[config.mk]
export PLATFORM = sky130hd
export DESIGN_NAME = regfile_wb_sink_flat
export DESIGN_NICKNAME = d
export VERILOG_FILES = /design/src/rtl/regfile_wb_sink_pkg.sv /design/src/rtl/regfile_wb_sink_if.sv /design/src/rtl/regfile_wb_sink_rf_read_port.sv /design/src/rtl/regfile_wb_sink.sv /design/src/flat_wrapper.sv
export SDC_FILE = /design/constraint.sdc
export NUM_CORES = 1
export LEC_CHECK = 0
export ABC_CLOCK_PERIOD_IN_PS = 4200
export CORE_ASPECT_RATIO = 1.4
export CORE_UTILIZATION = 62
export CTS_CLUSTER_SIZE = 14
export DETAILED_ROUTE_END_ITERATION = 7
export PLACE_DENSITY_LB_ADDON = 0.25
export SETUP_SLACK_MARGIN = 0.05
export SYNTH_ARGS = -nofsm -noshare
export SYNTH_HDL_FRONTEND = slang
export SYNTH_SLANG_ARGS = --single-unit
export TNS_END_PERCENT = 10
[constraint.sdc]
create_clock -name clk -period 4.2 [get_ports clk]
set_clock_uncertainty 0.05 [all_clocks]
set_input_delay 0.42 -clock clk [delete_from_list [all_inputs] [get_ports clk]]
set_output_delay 0.42 -clock clk [all_outputs]
set_load 0.05 [all_outputs]
[src/rtl/regfile_wb_sink_pkg.sv]
// Shared pipeline package: register-file sizing, the clear/ready state type
// and the write-back source selects used elsewhere in the pipeline.
package regfile_wb_sink_pkg;

    localparam int XLEN  = 32;
    localparam int NREGS = 32;

    localparam logic [4:0] REG_ZERO = 5'd0;

    typedef enum logic {RF_CLEAR, RF_READY} rf_state_t;

    localparam logic [1:0] Wb_SelAlu = 2'd0;
    localparam logic [1:0] Wb_SelMem = 2'd1;
    localparam logic [1:0] Wb_SelPc4 = 2'd2;
    localparam logic [1:0] Wb_SelCsr = 2'd3;

endpackage

[src/rtl/regfile_wb_sink_if.sv]
// Write-back / decode bus seen by the integer register file.
// The master side drives the write-back and read-address signals;
// the slave side (the register file) returns read data and readiness.
interface regfile_wb_sink_if #(
    parameter int XLEN = regfile_wb_sink_pkg::XLEN,
    parameter int AW   = $clog2(regfile_wb_sink_pkg::NREGS)
);

    logic [XLEN-1:0] WB_RegWData;
    logic [AW-1:0]   WB_RegRd;
    logic            WB_RegWrite;
    logic [AW-1:0]   ID_Rs1;
    logic [AW-1:0]   ID_Rs2;
    logic            ID_Stall;
    logic [XLEN-1:0] RF_Rs1Data;
    logic [XLEN-1:0] RF_Rs2Data;
    logic            RF_Ready;

    modport master (
        output WB_RegWData, WB_RegRd, WB_RegWrite,
        output ID_Rs1, ID_Rs2, ID_Stall,
        input  RF_Rs1Data, RF_Rs2Data, RF_Ready
    );

    modport slave (
        input  WB_RegWData, WB_RegRd, WB_RegWrite,
        input  ID_Rs1, ID_Rs2, ID_Stall,
        output RF_Rs1Data, RF_Rs2Data, RF_Ready
    );

endinterface

[src/rtl/regfile_wb_sink_rf_read_port.sv]
// One registered read port of the register file: latches the read address,
// masks x0, forwards a same-cycle write-back, and holds its output while
// decode is stalled (still picking up a write to the held register).
module rf_read_port
    import regfile_wb_sink_pkg::*;
#(
    parameter int XLEN = regfile_wb_sink_pkg::XLEN,
    parameter int AW   = 5
) (
    input  logic            clk,
    input  logic            rst,
    input  logic            en,
    input  logic            stall,
    input  logic [AW-1:0]   rs,
    input  logic [XLEN-1:0] mem_rdata,
    input  logic            wb_write,
    input  logic [AW-1:0]   wb_rd,
    input  logic [XLEN-1:0] wb_data,
    output logic [XLEN-1:0] rdata
);

    logic [AW-1:0] rs_q;
    logic          rs_is_zero;
    logic          held_is_zero;
    logic          hit_new;
    logic          hit_held;

    assign rs_is_zero   = (rs == AW'(REG_ZERO));
    assign held_is_zero = (rs_q == AW'(REG_ZERO));
    assign hit_new      = wb_write && (wb_rd == rs);
    assign hit_held     = wb_write && (wb_rd == rs_q) && !held_is_zero;

    // Sample a new address when decode advances, otherwise hold but refresh on a write to the held register
    always_ff @(posedge clk) begin
        if (rst) begin
            rs_q  <= '0;
            rdata <= '0;
        end else if (en) begin
            if (!stall) begin
                rs_q <= rs;
                if (rs_is_zero) begin
                    rdata <= '0;
                end else if (hit_new) begin
                    rdata <= wb_data;
                end else begin
                    rdata <= mem_rdata;
                end
            end else if (hit_held) begin
                rdata <= wb_data;
            end
        end
    end

endmodule

[src/rtl/regfile_wb_sink.sv]
// Integer register file at the end of the write-back stage.
// Holds the storage array (no reset on the array itself), a clear sequencer
// that zeroes every entry after reset, the write path, and two read ports.
module regfile_wb_sink
    import regfile_wb_sink_pkg::*;
#(
    parameter int XLEN  = regfile_wb_sink_pkg::XLEN,
    parameter int NREGS = regfile_wb_sink_pkg::NREGS
) (
    input  logic               clk,
    input  logic               rst,
    regfile_wb_sink_if.slave   bus
);

    localparam int            AW       = $clog2(NREGS);
    localparam logic [AW-1:0] LAST_REG = AW'(NREGS - 1);

    rf_state_t       state;
    logic [AW-1:0]   clr_cnt;
    logic            ready_q;
    logic            wb_commit;
    logic [XLEN-1:0] mem [NREGS];
    logic [XLEN-1:0] rs1_mem;
    logic [XLEN-1:0] rs2_mem;

    assign wb_commit = (state == RF_READY) && bus.WB_RegWrite &&
                       (bus.WB_RegRd != AW'(REG_ZERO));

    // Clear sequencer: walk every entry once after reset, then report ready
    always_ff @(posedge clk) begin
        if (rst) begin
            state   <= RF_CLEAR;
            clr_cnt <= '0;
            ready_q <= 1'b0;
        end else begin
            case (state)
                RF_CLEAR: begin
                    if (clr_cnt == LAST_REG) begin
                        state   <= RF_READY;
                        clr_cnt <= '0;
                        ready_q <= 1'b1;
                    end else begin
                        clr_cnt <= clr_cnt + 1'b1;
                    end
                end
                default: begin
                    state   <= RF_READY;
                    ready_q <= 1'b1;
                end
            endcase
        end
    end

    // Storage writes: zeroes while clearing, write-back data once ready; nothing on a reset edge
    always_ff @(posedge clk) begin
        if (!rst) begin
            if (state == RF_CLEAR) begin
                mem[clr_cnt] <= '0;
            end else if (wb_commit) begin
                mem[bus.WB_RegRd] <= bus.WB_RegWData;
            end
        end
    end

    assign rs1_mem      = mem[bus.ID_Rs1];
    assign rs2_mem      = mem[bus.ID_Rs2];
    assign bus.RF_Ready = ready_q;

    rf_read_port #(.XLEN(XLEN), .AW(AW)) u_port1 (
        .clk       (clk),
        .rst       (rst),
        .en        (state == RF_READY),
        .stall     (bus.ID_Stall),
        .rs        (bus.ID_Rs1),
        .mem_rdata (rs1_mem),
        .wb_write  (bus.WB_RegWrite),
        .wb_rd     (bus.WB_RegRd),
        .wb_data   (bus.WB_RegWData),
        .rdata     (bus.RF_Rs1Data)
    );

    rf_read_port #(.XLEN(XLEN), .AW(AW)) u_port2 (
        .clk       (clk),
        .rst       (rst),
        .en        (state == RF_READY),
        .stall     (bus.ID_Stall),
        .rs        (bus.ID_Rs2),
        .mem_rdata (rs2_mem),
        .wb_write  (bus.WB_RegWrite),
        .wb_rd     (bus.WB_RegRd),
        .wb_data   (bus.WB_RegWData),
        .rdata     (bus.RF_Rs2Data)
    );

endmodule

[src/flat_wrapper.sv]
// flat-port wrapper written by rule: the top's interface ports become plain ports
module regfile_wb_sink_flat import regfile_wb_sink_pkg::*;
#(
    parameter int XLEN  = regfile_wb_sink_pkg::XLEN,
    parameter int NREGS = regfile_wb_sink_pkg::NREGS
)
  (clk, rst, bus_WB_RegWData, bus_WB_RegRd, bus_WB_RegWrite, bus_ID_Rs1, bus_ID_Rs2, bus_ID_Stall, bus_RF_Rs1Data, bus_RF_Rs2Data, bus_RF_Ready);
  regfile_wb_sink_if #(.XLEN(XLEN)) bus_i ();
  input  logic clk;
  input  logic rst;
  input wire logic [$bits(bus_i.WB_RegWData)-1:0] bus_WB_RegWData;
  input wire logic [$bits(bus_i.WB_RegRd)-1:0] bus_WB_RegRd;
  input wire logic [$bits(bus_i.WB_RegWrite)-1:0] bus_WB_RegWrite;
  input wire logic [$bits(bus_i.ID_Rs1)-1:0] bus_ID_Rs1;
  input wire logic [$bits(bus_i.ID_Rs2)-1:0] bus_ID_Rs2;
  input wire logic [$bits(bus_i.ID_Stall)-1:0] bus_ID_Stall;
  output wire logic [$bits(bus_i.RF_Rs1Data)-1:0] bus_RF_Rs1Data;
  output wire logic [$bits(bus_i.RF_Rs2Data)-1:0] bus_RF_Rs2Data;
  output wire logic [$bits(bus_i.RF_Ready)-1:0] bus_RF_Ready;
  assign bus_i.WB_RegWData = bus_WB_RegWData;
  assign bus_i.WB_RegRd = bus_WB_RegRd;
  assign bus_i.WB_RegWrite = bus_WB_RegWrite;
  assign bus_i.ID_Rs1 = bus_ID_Rs1;
  assign bus_i.ID_Rs2 = bus_ID_Rs2;
  assign bus_i.ID_Stall = bus_ID_Stall;
  assign bus_RF_Rs1Data = bus_i.RF_Rs1Data;
  assign bus_RF_Rs2Data = bus_i.RF_Rs2Data;
  assign bus_RF_Ready = bus_i.RF_Ready;
  regfile_wb_sink #(.XLEN(XLEN), .NREGS(NREGS)) u_core (.clk(clk), .rst(rst), .bus(bus_i));
endmodule
==> results.toml, run 1 <==
[pwr]
leakage_nw = 19.2
power_frac_seq = 0.532
p_int_w = 0.0175
p_clk_frac = 0.401
switchingPower_w = 0.00497
swShare = 0.221
powerDensity_nw_per_um2 = 391
comb_power_share = 0.067
max-vdd-ir-drop_v = 0.000334

[route]
wl_um = 155000
routedWlPerCell_um = 38.9
drtIter0Drc = 4561
drc = 0
vias_per_cell = 7.87
drtAntennaViolNets = 0
vias = 31276
dr.pass1.iters = 5

[timing]
fmax_ghz = 0.302
drv_slew = 0
slew_headroom = 0.258
final-setup-viol-count = 0
post-route-period-util = 0.788
rsz0062_at_grt = "false"
timing.final.crit_period_ps = 3310
finalSetupTns_ps = 0
hold_viol = 0
tightest_slew_ps = 1110

[synthesis]
ys.flop_type = "edfxtp_1"
synth_seq_cells = 1105
synth_cell_type_count = 46
ys_warn_count = 0
mappedNetlistArea_um2 = 51100
syn_inst = 2669
synth_edf_count = 1024
syn-num-nets = 2722
yosysSeqAreaShare = 0.634
async_flop_share = 0
syn_avg_cell_area_um2 = 19.1

[die]
die-area_um2 = 83500
rows = 124
die_height_um = 342
die_w_um = 245
initial_core_util = 0.626
coreArea_um2 = 81600
ios = 116

[setup_path]
crit_type = "reg -> reg"
r2r_setup_slack_ps = 890
max_stage_delay_ps = 760
crit_chain = "and3b_1, nand2b_1, a22oi_1, nand2_1, nor2_4, buf_4"
crit_buf_inv = 1
crit-reg2reg-capture = "u_core.mem[3][19]$_DFFE_PP_"
worstPathArrival_ps = 3590
critical-path-top-delay-family = "simple AND/OR/NAND/NOR gates"
path_max_fanout = 18
cpMaxStageDelayCell = "dfxtp_1"
endpoint_kind = "flip-flop"
worst-r2r-cell-count = 6
r2r-start = "u_core.state$_SDFF_PP0_"
cp.required_ps = 4480
cp-start-kind = "flip-flop"

[global_routing]
grt_remaining_overflow = 0
first_global_vias = 32172
antenna_found_initial = 5
grt.total_usage = 0.378
grt_pass1_wl_um = 223000
grt_max_degree = 108

[clock_tree]
path_clk_slew_ps = 60
cts_sinks = 1105
clockRootBuffer = "clkbuf_16"
htreeDepth = 3
cts_resized = 0
clk_path_buf_depth = 3
cts_inserted_buffers = 100
clkLatencyLatePin_ps = 680
tritoncts = "built"

[finish]
utilization = 0.703
area_growth_pct = 12.4
final_cells = 3974
drive_above_1_share = 0.303
fin_nets = 2868

[min_path]
min_path_type = "in -> reg"
hold_path_startpoint = "bus_ID_Rs1[2]"
worstHoldPathCells = 3
holdPathEnd = "u_core.u_port1.rs_q[2]$_SDFFE_PP0P_"

[placed_design]
hpwlAfterDp_um = 93400
port_buffers = 115
globalplace.congestion = 0.884
dp_cells = 3783

[outcome]
status = "complete, no violations"

[run]
timing.max_cap.violations = 0
-- what timing repair did --
action	4_1_cts	5_1_grt
setup buffers	0	0
hold endpoints to repair	1	0
hold buffers	1	0
-- through the flow --
| stage | setup slack [ps] | hold slack, ps | area (um2) | power, W |
|---|---|---|---|---|
| after floorplan | 844 | 395 | 51100 | 0.0131 |
| after global placement | 552 | 405 | 54200 | 0.0136 |
| after detailed placement | 493 | 427 | 54200 | 0.0136 |
| after CTS | 1010 | 13.6 | 57400 | 0.0225 |
| after global routing | 808 | 73.2 | 57400 | 0.0229 |
| final | 890 | 49.9 | 57400 | 0.0225 |
-- power groups by stage --
stage               sequential, W  combinational [W]  clock (W)
floorplan                  0.0122           0.000977          0
global placement           0.0122            0.00146          0
detailed placement         0.0122            0.00148          0
CTS                        0.0119            0.00149    0.00904
global route               0.0119            0.00155    0.00940
finish                     0.0119            0.00151    0.00901
-- sequential cells by signal, indices dropped and copies added, names as in the netlist --
name	flops
u_core.u_port2.rs_q	5
u_core.u_port1.rs_q	5
u_core.state	1
u_core.mem	1024
u_core.u_port2.rdata	32
u_core.clr_cnt	5
u_core.bus.RF_Ready	1
u_core.u_port1.rdata	32
-- layer usage --
| metal | vias up | track usage | wire length (um) |
|---|---|---|---|
| met5 | - | 0.00115 | 16 |
| met4 | 2 | 0.301 | 13900 |
| met3 | 608 | 0.0627 | 16000 |
| met2 | 2666 | 0.608 | 76500 |
| met1 | 16146 | 0.457 | 48100 |
| li1 | 11854 | - | - |
-- worst max-delay path by stage --
| stage | from | endpoint | slack, ps | cells past startpoint |
|---|---|---|---|---|
| 4_1_cts | u_core.state$_SDFF_PP0_ | u_core.mem[7][21]$_DFFE_PP_ | 1010 | 6 |
| 6_report | u_core.state$_SDFF_PP0_ | u_core.mem[3][19]$_DFFE_PP_ | 890 | 6 |
| 2_1_floorplan | bus_WB_RegRd[0] | u_core.mem[17][0]$_DFFE_PP_ | 840 | 7 |
| 3_3_place_gp | bus_WB_RegRd[2] | u_core.mem[8][11]$_DFFE_PP_ | 550 | 7 |
| 3_5_place_dp | bus_WB_RegRd[2] | u_core.mem[8][11]$_DFFE_PP_ | 490 | 7 |
| 5_1_grt | u_core.state$_SDFF_PP0_ | u_core.mem[0][10]$_DFFE_PP_ | 810 | 6 |
-- synth_stat cells, types with 5 or more instances --
| cell type | number | area share |
|---|---|---|
| mux4_2 | 506 | 0.22 |
| and2_1 | 70 | 0.0086 |
| o32ai_2 | 10 | 0.0032 |
| o21ai_1 | 5 | 0.00049 |
| xor2_1 | 6 | 0.0010 |
| nand3_1 | 6 | 0.00059 |
| clkbuf_1 | 85 | 0.0062 |
| and3_1 | 129 | 0.016 |
| mux2i_1 | 65 | 0.013 |
| buf_2 | 80 | 0.0078 |
| nor2_1 | 48 | 0.0035 |
| clkbuf_4 | 6 | 0.00088 |
| a31oi_1 | 6 | 0.00074 |
| mux4_1 | 6 | 0.0031 |
| xnor2_1 | 12 | 0.0021 |
| dfxtp_1 | 81 | 0.032 |
| nor3_1 | 5 | 0.00049 |
| o32ai_1 | 54 | 0.0093 |
| edfxtp_1 | 1024 | 0.60 |
| a22oi_1 | 258 | 0.038 |
| nand2_1 | 30 | 0.0022 |
| buf_6 | 45 | 0.0099 |
| o21ai_0 | 67 | 0.0066 |
| nor2b_1 | 5 | 0.00061 |
| a21oi_1 | 15 | 0.0015 |
-- tightest hold or removal path: stages --
cell	delay [ps]
buf_8	160
nand2_1	80
a21oi_1	60
-- logic make-up (layout without fill, tap and decap cells) --
family / after synthesis / in the layout / share of synthesized area
AO/OA/AOI/OAI: 423 / 423 / 0.0616
XOR/XNOR: 18 / 18 / 0.00309
adder cells (fa/ha/maj): 2 / 2 / 0.000490
buffers and inverters: 231 / 463 / 0.0270
flip-flops: 1105 / 1105 / 0.634
multiplexers: 577 / 577 / 0.239
other: 0 / 2 / 0
AND/OR/NAND/NOR: 313 / 313 / 0.0349
-- cell type report --
| class | instances | area, um2 |
|---|---|---|
| Sequential cell | 1105 | 32400 |
| Fill cell | 4901 | 24200 |
| Multi-Input combinational cell | 1333 | 17700 |
| Clock buffer | 157 | 2920 |
| Timing Repair Buffer | 271 | 2790 |
| Tap cell | 1071 | 1340 |
| Clock inverter | 31 | 265 |
| Inverter | 4 | 15.0 |
| Antenna cell | 2 | 5.00 |
-- placed cells by master (no fill, tap or decap), drive strengths merged, types with 6 or more instances in the layout --
cell type      netlist  final
o32ai               64     64
dfxtp               81     81
buf                135    161
xnor2               12     12
a31oi                7      7
nor3                 7      7
a22oi              258    258
nand2               30     30
nor2                48     48
nand3                7      7
and2                70     70
clkbuf              92    157
mux4               512    512
mux2i               65     65
o21ai               72     72
xor2                 6      6
edfxtp            1024   1024
a21oi               18     18
clkdlybuf4s50        0    109
clkinv               0     23
and3               129    129
inv                  4      6
(Power assumes the default switching activity.)
==> inputs of run 2 (changes only) <==
--- a/config.mk
+++ b/config.mk
@@ -5,9 +5,9 @@
 export SDC_FILE = /design/constraint.sdc
 export NUM_CORES = 1
 export LEC_CHECK = 0
-export ABC_CLOCK_PERIOD_IN_PS = 4200
+export ABC_CLOCK_PERIOD_IN_PS = 2750
 export CORE_ASPECT_RATIO = 1.4
-export CORE_UTILIZATION = 62
+export CORE_UTILIZATION = 56
 export CTS_CLUSTER_SIZE = 14
 export DETAILED_ROUTE_END_ITERATION = 7
 export PLACE_DENSITY_LB_ADDON = 0.25
==> constraint.sdc (replaced) <==
create_clock -name clk -period 2.75 [get_ports clk]
set_clock_uncertainty 0.05 [all_clocks]
set_input_delay 0.275 -clock clk [delete_from_list [all_inputs] [get_ports clk]]
set_output_delay 0.275 -clock clk [all_outputs]
set_load 0.05 [all_outputs]
==> results.toml, run 2 (synthesis gave the netlist of run 1 again) <==
[outcome]
status = "complete, no violations"

[route]
drtAntennaViolNets = 0
routedWlPerCell_um = 36.6
vias = 31447
drc = 0
dr.pass1.iters = 6
drtIter0Drc = 4393
vias_per_cell = 7.50
wl_um = 153000

[clock_tree]
htreeDepth = 3
cts_inserted_buffers = 101
clkLatencyLatePin_ps = 680
clk_path_buf_depth = 3
cts_sinks = 1105
clockRootBuffer = "clkbuf_16"
tritoncts = "built"
path_clk_slew_ps = 60

[setup_path]
path_max_fanout = 32
cp-start-kind = "flip-flop"
crit_type = "reg -> reg"
cp.required_ps = 3010
endpoint_kind = "flip-flop"
worstPathArrival_ps = 2800

[global_routing]
grt_max_degree = 64
grt.total_usage = 0.335
first_global_vias = 32825
antenna_found_initial = 1
grt_remaining_overflow = 0
grt_pass1_wl_um = 222000

[timing]
hold_viol = 0
fmax_ghz = 0.394
setup_ws_ps = 210
tightest_slew_ps = 1080
drv_slew = 0
slew_headroom = 0.279
final-setup-viol-count = 0
rsz0062_at_grt = "false"
finalSetupTns_ps = 0
post-route-period-util = 0.924
timing.final.crit_period_ps = 2540

[placed_design]
dp_cells = 3997
hpwlAfterDp_um = 94200
place_area_um2 = 56200
port_buffers = 115
globalplace.congestion = 0.865
dp_slack_ps = -139

[min_path]
min_path_type = "in -> reg"

[finish]
top_regs = "u_core.mem (1024), u_core.u_port1.rdata (32), u_core.u_port2.rdata (32)"
final_cells = 4191
layout_commonest_cell = "edfxtp_1"
regMostFlops = "u_core.mem"
final_area_um2 = 59400
largest_reg_flops = 1024
drive_above_1_share = 0.326
layout_common_cells = "1024 x edfxtp_1, 506 x mux4_2, 258 x a22oi_1, 130 x buf_4, 129 x and3_1"
n_fill_cell = 5700
area_growth_pct = 16.3
fin_nets = 2969

[pwr]
report.power.total_w = 0.0344
leakage_nw = 20.0
powerDensity_nw_per_um2 = 579
max-vdd-ir-drop_v = 0.000503

[die]
coreArea_um2 = 89900
die-area_um2 = 92400
die_w_um = 257
die_height_um = 359
initial_core_util = 0.568
ios = 116
rows = 130

[run]
timing.max_cap.violations = 0
==> run 2: worst paths after layout <==
kind,slack (ps),start,depth (start not counted),to
max,210,u_core.state$_SDFF_PP0_,4,u_core.mem[3][19]$_DFFE_PP_
min,240,bus_ID_Rs2[0],4,u_core.u_port2.rs_q[0]$_SDFFE_PP0P_
max reg2reg,210,u_core.state$_SDFF_PP0_,4,u_core.mem[3][19]$_DFFE_PP_
min reg2reg,420,u_core.u_port2.rs_q[4]$_SDFFE_PP0P_,2,u_core.u_port2.rs_q[4]$_SDFFE_PP0P_
==> run 2: report_power, final <==
part / internal (W) / switching, W
sequential: 0.0182 / 0.0000462
clock: 0.00758 / 0.00611
combinational: 0.00110 / 0.00137
total: 0.0269 / 0.00753
==> run 2: area by class of cell <==
class                   instances  area, um2  share of cell area
diodes                          4       10.0            0.000169
clock buffers                 135       2750              0.0463
clock inverters                51        420             0.00708
inverters                       4       15.0            0.000253
multi-input cells            1333      17700               0.298
flip-flops and latches       1105      32400               0.545
well taps                    1188       1490              0.0250
repair buffers                371       4630              0.0780
==> run 2: critical path, stage by stage (launching register included) <==
cell and delay (ps):
dfxtp_1 490, nand3b_1 200, a21oi_4 250, buf_4 310, and2_1 860
==> run 2: per-layer routing <==
layer / vias up / global-route usage / wire (um)
li1: 12069 / - / -
met1: 16347 / 0.427 / 51500
met2: 2478 / 0.550 / 76400
met3: 553 / 0.0663 / 17000
met4: 0 / 0.168 / 8480
met5: - / 0 / 0
==> run 2: stage by stage <==
step / util / hold slack, ps
after global routing: 0.660 / 277
after global placement: 0.624 / 405
after detailed placement: 0.624 / 416
after floorplan: - / 361
after CTS: 0.660 / 198
final: 0.660 / 237
==> run 2: timing repair <==
action,CTS,global route
hold buffers,4,0
hold endpoints to repair,5,0
buffers inserted,0,0
resized for setup,0,0
